`src/rtl/ahb_lite_regfile.sv`:
```
// ahb_lite_regfile
//
// Register-file responder for the 8-bit AHB-Lite style bus. DEPTH byte-wide
// registers are read and written through the pipelined address phase /
// data phase protocol. Out-of-range addresses get the two-cycle ERROR response.
//
// Optional feature macro: REGFILE_WAIT_EN
//   defined   -> every in-range transfer stalls WAIT_CYCLES cycles (WAIT state
//                plus 4-bit down counter)
//   undefined -> all in-range transfers are zero-wait; WAIT_CYCLES is unused
//
// Parameters
//   DEPTH        number of registers, power of two, 2..256
//   WAIT_CYCLES  data-phase stall cycles per OK transfer, 1..15
//
// Ports
//   clock     in   rising-edge clock
//   reset     in   asynchronous active-high reset
//   sel       in   subordinate select
//   trans     in   transfer request (address phase)
//   write     in   1 = write, 0 = read (address phase)
//   addr      in   byte address (address phase)
//   wdata     in   write data (data phase)
//   ready     in   bus ready; the address phase is sampled only when high
//   readyout  out  1 = data phase completes this cycle
//   resp      out  0 = OKAY, 1 = ERROR
//   rdata     out  registered read data

module ahb_lite_regfile #(
    parameter int DEPTH       = 16,
    parameter int WAIT_CYCLES = 1
) (
    input  logic       clock,
    input  logic       reset,
    input  logic       sel,
    input  logic       trans,
    input  logic       write,
    input  logic [7:0] addr,
    input  logic [7:0] wdata,
    input  logic       ready,
    output logic       readyout,
    output logic       resp,
    output logic [7:0] rdata
);

    localparam int AW = $clog2(DEPTH);

    if (DEPTH < 2 || DEPTH > 256 || (DEPTH & (DEPTH - 1)) != 0) begin : g_depth_chk
        $error("ahb_lite_regfile: DEPTH must be a power of two in 2..256");
    end
    if (WAIT_CYCLES < 1 || WAIT_CYCLES > 15) begin : g_wait_chk
        $error("ahb_lite_regfile: WAIT_CYCLES must be in 1..15");
    end

    typedef enum logic [2:0] {
        IDLE = 3'd0,
        DATA = 3'd1,
        ERR1 = 3'd2,
        ERR2 = 3'd3
`ifdef REGFILE_WAIT_EN
        ,
        WAIT = 3'd4
`endif
    } state_t;

    state_t        state;
    logic [7:0]    mem [DEPTH];
    logic [AW-1:0] addr_q;
    logic          write_q;
`ifdef REGFILE_WAIT_EN
    logic [3:0]    cnt;
`endif

    logic          req;
    logic          in_range;
    logic [AW-1:0] aidx;
    logic          commit;
    logic [7:0]    rd_fwd;

    assign req      = sel & trans & ready;
    // Upper address bits matter only here; the register index drops them.
    assign in_range = ({1'b0, addr} < 9'(DEPTH));
    assign aidx     = addr[AW-1:0];
    // A DATA cycle of a write commits at the edge that ends it.
    assign commit   = (state == DATA) && write_q;
    // A read entering DATA at the same edge as a write commit to the same
    // register must see the new value, not the stale array entry.
    assign rd_fwd   = (commit && (addr_q == aidx)) ? wdata : mem[aidx];

    // Address phase / data phase control and registered outputs
    always_ff @(posedge clock or posedge reset) begin
        if (reset) begin
            state    <= IDLE;
            readyout <= 1'b1;
            resp     <= 1'b0;
            rdata    <= 8'h00;
            addr_q   <= '0;
            write_q  <= 1'b0;
`ifdef REGFILE_WAIT_EN
            cnt      <= 4'd0;
`endif
        end else begin
            case (state)
                IDLE, DATA, ERR2: begin
                    if (req) begin
                        addr_q  <= aidx;
                        write_q <= write;
                        if (!in_range) begin
                            state    <= ERR1;
                            readyout <= 1'b0;
                            resp     <= 1'b1;
                        end else begin
`ifdef REGFILE_WAIT_EN
                            state    <= WAIT;
                            cnt      <= 4'(WAIT_CYCLES);
                            readyout <= 1'b0;
                            resp     <= 1'b0;
`else
                            state    <= DATA;
                            readyout <= 1'b1;
                            resp     <= 1'b0;
                            if (!write) begin
                                rdata <= rd_fwd;
                            end
`endif
                        end
                    end else begin
                        state    <= IDLE;
                        readyout <= 1'b1;
                        resp     <= 1'b0;
                    end
                end
`ifdef REGFILE_WAIT_EN
                WAIT: begin
                    // No commit can coincide with leaving WAIT, so no forwarding.
                    cnt <= cnt - 4'd1;
                    if (cnt == 4'd1) begin
                        state    <= DATA;
                        readyout <= 1'b1;
                        resp     <= 1'b0;
                        if (!write_q) begin
                            rdata <= mem[addr_q];
                        end
                    end
                end
`endif
                ERR1: begin
                    state    <= ERR2;
                    readyout <= 1'b1;
                    resp     <= 1'b1;
                end
                default: begin
                    state    <= IDLE;
                    readyout <= 1'b1;
                    resp     <= 1'b0;
                end
            endcase
        end
    end

    // Register array write port
    always_ff @(posedge clock or posedge reset) begin
        if (reset) begin
            for (int i = 0; i < DEPTH; i++) begin
                mem[i] <= 8'h00;
            end
        end else if (commit) begin
            mem[addr_q] <= wdata;
        end
    end

endmodule

```
`config.mk`:
```
export PLATFORM = sky130hd
export DESIGN_NAME = ahb_lite_regfile
export DESIGN_NICKNAME = d
export VERILOG_FILES = /design/src/rtl/ahb_lite_regfile.sv
export SDC_FILE = /design/constraint.sdc
export NUM_CORES = 1
export LEC_CHECK = 0
export ABC_AREA = 1
export ABC_CLOCK_PERIOD_IN_PS = 6350
export CAP_MARGIN = 20
export CORE_MARGIN = 4
export CORE_UTILIZATION = 52
export DETAILED_ROUTE_END_ITERATION = 6
export DONT_BUFFER_PORTS = 1
export PLACE_DENSITY = 0.67
export SLEW_MARGIN = 20
export SYNTH_ARGS = -nofsm -noshare
export SYNTH_HDL_FRONTEND = slang
export SYNTH_SLANG_ARGS = --single-unit
```
`constraint.sdc`:
```
create_clock -name clock -period 6.35 [get_ports clock]
set_clock_uncertainty 0.1 [all_clocks]
set_input_delay 1.27 -clock clock [delete_from_list [all_inputs] [get_ports clock]]
set_output_delay 1.27 -clock clock [all_outputs]
set_load 0.03 [all_outputs]
```
== Word-level counts from Yosys, hierarchy flattened ==
Index checks and enable logic that the tools add are counted.

* Output and inout bits: 10
* Word-level logic and storage cells: 58
* Input port bits: 22
* Register bits after elaboration: 146

* Muxes and demuxes: 16
* Bitwise logic cells: 5
* Order comparisons: 4
* Reduce and logical (&&, ||, !) cells: 7
* Equal/unequal tests: 4

{| class="wikitable"
|+ Operators by type and width
! cell !! count
|-
| 128-bit bitwise mux || 1
|-
| 8-bit binary-select mux with 4-bit select || 1
|-
| 8-bit demux with 4-bit select || 1
|-
| 8-bit two-way mux || 4
|-
| 5-bit greater-or-equal comparator, second input constant || 2
|-
| 4-bit NOT with 5-bit output || 2
|-
| 8-bit by 5-bit < comparator with 1-bit output, second input constant || 1
|-
| 3-bit by 2-bit == test with 1-bit output, second input constant || 2
|-
| 3-bit case mux with 2 select lines || 1
|-
| 5-bit by 1-bit < comparator with 1-bit output, second input constant || 1
|-
| 1-bit two-way mux || 5
|-
| 4-bit == test || 1
|-
| 4-bit AND reduction || 1
|-
| 3-bit by 1-bit == test with 1-bit output, second input constant || 1
|-
| 1-bit logical AND || 3
|-
| 3-bit zero test || 1
|-
| 3-bit two-way mux || 1
|-
| 3-bit OR reduction || 1
|-
| 1-bit AND || 2
|-
| 2-bit two-way mux || 1
|-
| 1-bit case mux with 2 select lines || 1
|-
| 2-bit AND reduction || 1
|-
| 1-bit NOT || 1
|}

== Depth between registers and ports, before layout ==
* Depth after elaboration: 6
* Gate-level depth with buffers: 10
* Mapped depth without buffers: 9

== Worst setup path after synthesis ==
No wires, ideal clock.

* Kind: input port to flip-flop
* Start: input port addr[3]
* End: register rdata[5]
* Arrival: 2233 ps
* Setup slack: 3901 ps
* Required time: 6133 ps
* Library setup time: 117 ps
* Path buffers: 2
* Stages: 10
* Cell sequence: buf_2 -> inv_2 -> nand2_1 -> a21oi_1 -> nand3_2 -> buf_6 -> nor2_1 -> nor2_1 -> nand2_1 -> nand2_1

* Word-level cells in the longest chain between the ends: 5
* Elaborated cells between the ends (all ways): 9
* Those cells by class: order compare (1); eq/ne (1); mux (4); bitwise (1); reduce/logical (2)

{| class="wikitable"
|+ RTL lines
! item !! line !! RTL
|-
| start, declared || 38 || <nowiki>input logic [7:0] addr,</nowiki>
|-
| 4-bit NOT with 5-bit output (implied by the code) || 88 || <nowiki>assign rd_fwd = (commit && (addr_q == aidx)) ? wdata : mem[aidx];</nowiki>
|-
| 8-bit binary-select mux with 4-bit select || 88 ||
|-
| 8-bit two-way mux (implied by the code) (2 in a row) || 88 ||
|-
| 8-bit two-way mux || 88 ||
|-
| end signal, assigned || 123 || <nowiki>rdata <= rd_fwd;</nowiki>
|-
| end, declared || 43 || <nowiki>output logic [7:0] rdata</nowiki>
|}

Several ways; a longest one is shown, not always the timed one. The select of a mux whose other input is x is not followed.
A chain may end at the register's enable or synchronous reset.

== Worst setup path after layout ==
* Start: input port ready
* End: register rdata[6]

* Word-level cells in the longest chain between the ends: 2

{| class="wikitable"
|+ RTL lines
! item !! line !! RTL
|-
| start, declared || 40 || <nowiki>input logic ready,</nowiki>
|-
| 1-bit AND || 80 || <nowiki>assign req = sel & trans & ready;</nowiki>
|-
| 4-bit AND reduction (no source line) || - ||
|}

No other way between the ends.

==> qor.csv <==
stage,metric,value,unit
worst_setup_path,capturing point of the worst reg2reg path,rdata[6],
synth,syn nets,949,
finish,Inserted Diodes,0,
worst_setup_path,Critical Path AT,2.76,ns
status,status,"finished, final reports clean",
cts,worst-skew pair later-pin latency,0.43,ns
grt,total gr overflow,0,
finish,ratio of cells with drive above 1 in the final layout,0.0662,
power,total power,3.37,mW
worst_setup_path,R2R setup slack,4.08,ns
place,GP Congestion,0.890,
timing,fin crit share,0.392,
timing,Fin. Hold Viols,0,
cts,TritonCTS clock tree,built,
cts,CTS root buffer,clkbuf_16,
worst_hold_path,hold crit path type,reg -> reg,
floorplanning,Die Y,125,µm
cts,Post-CTS Hold Fix Bufs,0,
cts,maximum clock path buffer count,2,
timing,Slew @ Worst Pin,0.891,ns
power,Sw Pwr,1.12,mW
synth,Mapped Avg Cell Area,7.62,µm²
routing,Vias/cell,5.31,
grt,initial antenna violation count,0,
power,Int Pwr,2.25,mW
floorplanning,full die area,15500,µm²
floorplanning,Initial Util,0.533,
worst_setup_path,Reg2Reg Depth,7,
grt,total global-route track usage,0.237,
worst_setup_path,Crit path max-delay family,simple AND/OR/NAND/NOR gates,
power,Peak VDD IR,0.237,mV
timing,fin crit period,2.49,ns
worst_setup_path,worst path cell trace,nand3_1 > nor2_1 > nand3_1 > nor2_1 > nand2_1 > nand2_1,
routing,WL/cell,16.3,µm
worst_setup_path,CP Launch Type,primary input,
routing,final wirelength,17600,µm
cts,CTS Sinks,144,
worst_setup_path,CP Max Fanout,16,
worst_setup_path,Max stage delay on crit path,0.56,ns
cts,H-tree levels,4,
synth,cell area after synthesis,7060,µm²
place,port bufs,0,
worst_setup_path,Crit Path Category,in -> reg,
flow_run,Max Cap Viol,0,
place,HPWL after detailed placement,11000,µm
timing,Fmax,0.402,GHz
synth,synthesized flop and latch total,144,
power,Pleak,4.21,nW
grt,largest net degree at the start of global routing,97,
synth,"Seq/Total Area, Yosys",0.511,
cts,"Clk pin slew, worst setup/hold paths",0.06,ns
worst_hold_path,HP Start,mem[77],
routing,Iter 0 DRT Violations,569,
worst_setup_path,CP bufs+invs,0,
power,pwr dens,441,nW/µm²
worst_setup_path,CP required,6.62,ns
power,Comb power frac,0.223,
finish,Syn-to-layout area delta,8.28,%
worst_setup_path,Worst path slowest cell,nand3_1,
finish,final core occ,0.577,
grt,number of global-route vias before repair,5365,
timing,RSZ-0062 raised after global routing,false,
routing,drt pass-1 iters,5,
floorplanning,Site Rows,42,
worst_hold_path,worst hold endpoint,mem[77],
grt,global-route wire length before repair,29100,µm
worst_setup_path,FF-to-FF Start,state[1],
timing,Final Max Tran Viols,0,
timing,TNS Setup,0,ns
cts,post_cts resized,0,
finish,"most common cell after layout, fill and taps aside",nand2_1,
synth,synth unique cells,23,
floorplanning,IO Count,32,
power,Sw Share,0.333,
synth,Mapped Cells,927,
timing,# setup viols final,0,
place,dpl cells,1050,
finish,Layout Nets,915,
worst_hold_path,worst hold stages,2,
floorplanning,core box area,13200,µm²
power,Clk pwr share,0.325,
routing,Via Count,5743,
synth,Synth Warn #,0,
cts,CTS Buf Count,17,
routing,Antenna Nets Post-Route,0,
finish,fillcell total,1254,
cts,postcts setup bufs,0,
worst_setup_path,Crit. End Element,flip-flop,
routing,DR DRC count,0,
floorplanning,Die X,125,µm
timing,Rel. slew slack,0.406,
finish,most frequent cells in the layout,"334 x nand2_1, 143 x dfrtp_1, 136 x o21ai_0",
finish,Finished Layout Cells,1082,
power,Seq pwr share,0.452,
==> layout make-up <==
class / instances / area [µm²] / share of cell area
repair buffers: 3 / 22.5 / 0.00295
multi-input cells: 633 / 2790 / 0.366
well taps: 176 / 220 / 0.0288
inverters: 94 / 358 / 0.0468
clock inverters: 14 / 205 / 0.0268
clock buffers: 18 / 439 / 0.0575
flip-flops and latches: 144 / 3600 / 0.472
==> cell usage after synthesis (all sizes together) <==
cell	count	area, µm²
nand2	344	1320
dfrtp	143	3580
o21ai	141	706
inv	94	353
nand3	88	450
nor2	48	195
buf	37	226
clkbuf	19	81.3
nand4	6	83.8
a21oi	2	10.0
xor2	2	17.5
dfstp	1	26.3
nor4	1	6.26
xnor2	1	8.76
==> kinds of logic (layout without fill, tap and decap cells) <==
logic type / Yosys count / count (layout) / synth area share
xor+xnor: 3 / 3 / 0.00372
simple gates: 487 / 487 / 0.291
buf+inv: 150 / 129 / 0.0936
compound gates: 143 / 143 / 0.101
flops: 144 / 144 / 0.511
==> metrics by stage <==
step | setup WS (ns) | cell area (µm²) | hold slack (ns)
finish | 3.86 | 7640 | 0.383
global route | 3.59 | 7640 | 0.407
CTS | 3.88 | 7640 | 0.387
detailed placement | 3.43 | 7000 | 0.372
global placement | 3.50 | 7000 | 0.366
floorplan | 1.12 | 7060 | 0.353
==> layer usage <==
layer / wire (µm) / global-route usage / share of wire / vias to the layer above
met1: 8370 / 0.342 / 0.47 / 2720
met4: 302 / 0.0735 / 0.017 / 0
met2: 8120 / 0.363 / 0.46 / 159
li1: - / - / - / 2840
met3: 840 / 0.0476 / 0.048 / 24
met5: 0 / 0 / 0 / -
==> worst register-to-register path: stages, from the launching register on <==
cell	delay (ns)
dfrtp_1	0.49
inv_1	0.14
nor2_1	0.06
nor2_1	0.49
nand3_1	0.56
nor2_1	0.24
nand2_1	0.08
nand2_1	0.06
==> how the worst max path moves through the flow <==
stage	startpoint	to	slack [ns]	cells past startpoint
after detailed placement	ready	rdata[2]	3.43	6
after CTS	ready	rdata[7]	3.88	6
final	ready	rdata[6]	3.86	6
after floorplan	reset	addr_q[0]	1.12	1
after global routing	ready	rdata[2]	3.59	6
after global placement	ready	rdata[5]	3.50	6
==> state kept, by name, indices dropped and copies added (netlist names) <==
register / flops
state: 2
readyout: 1
mem: 128
rdata: 8
write_q: 1
addr_q: 4
==> power groups by stage <==
| stage | combinational [mW] | sequential, mW | clock [mW] |
|---|---|---|---|
| after floorplan | 0.648 | 1.46 | 0 |
| after global placement | 0.732 | 1.52 | 0 |
| after detailed placement | 0.751 | 1.52 | 0 |
| after CTS | 0.753 | 1.52 | 1.11 |
| after global routing | 0.890 | 1.57 | 1.15 |
| final | 0.751 | 1.52 | 1.10 |
Power figures use the tool's default switching activity.
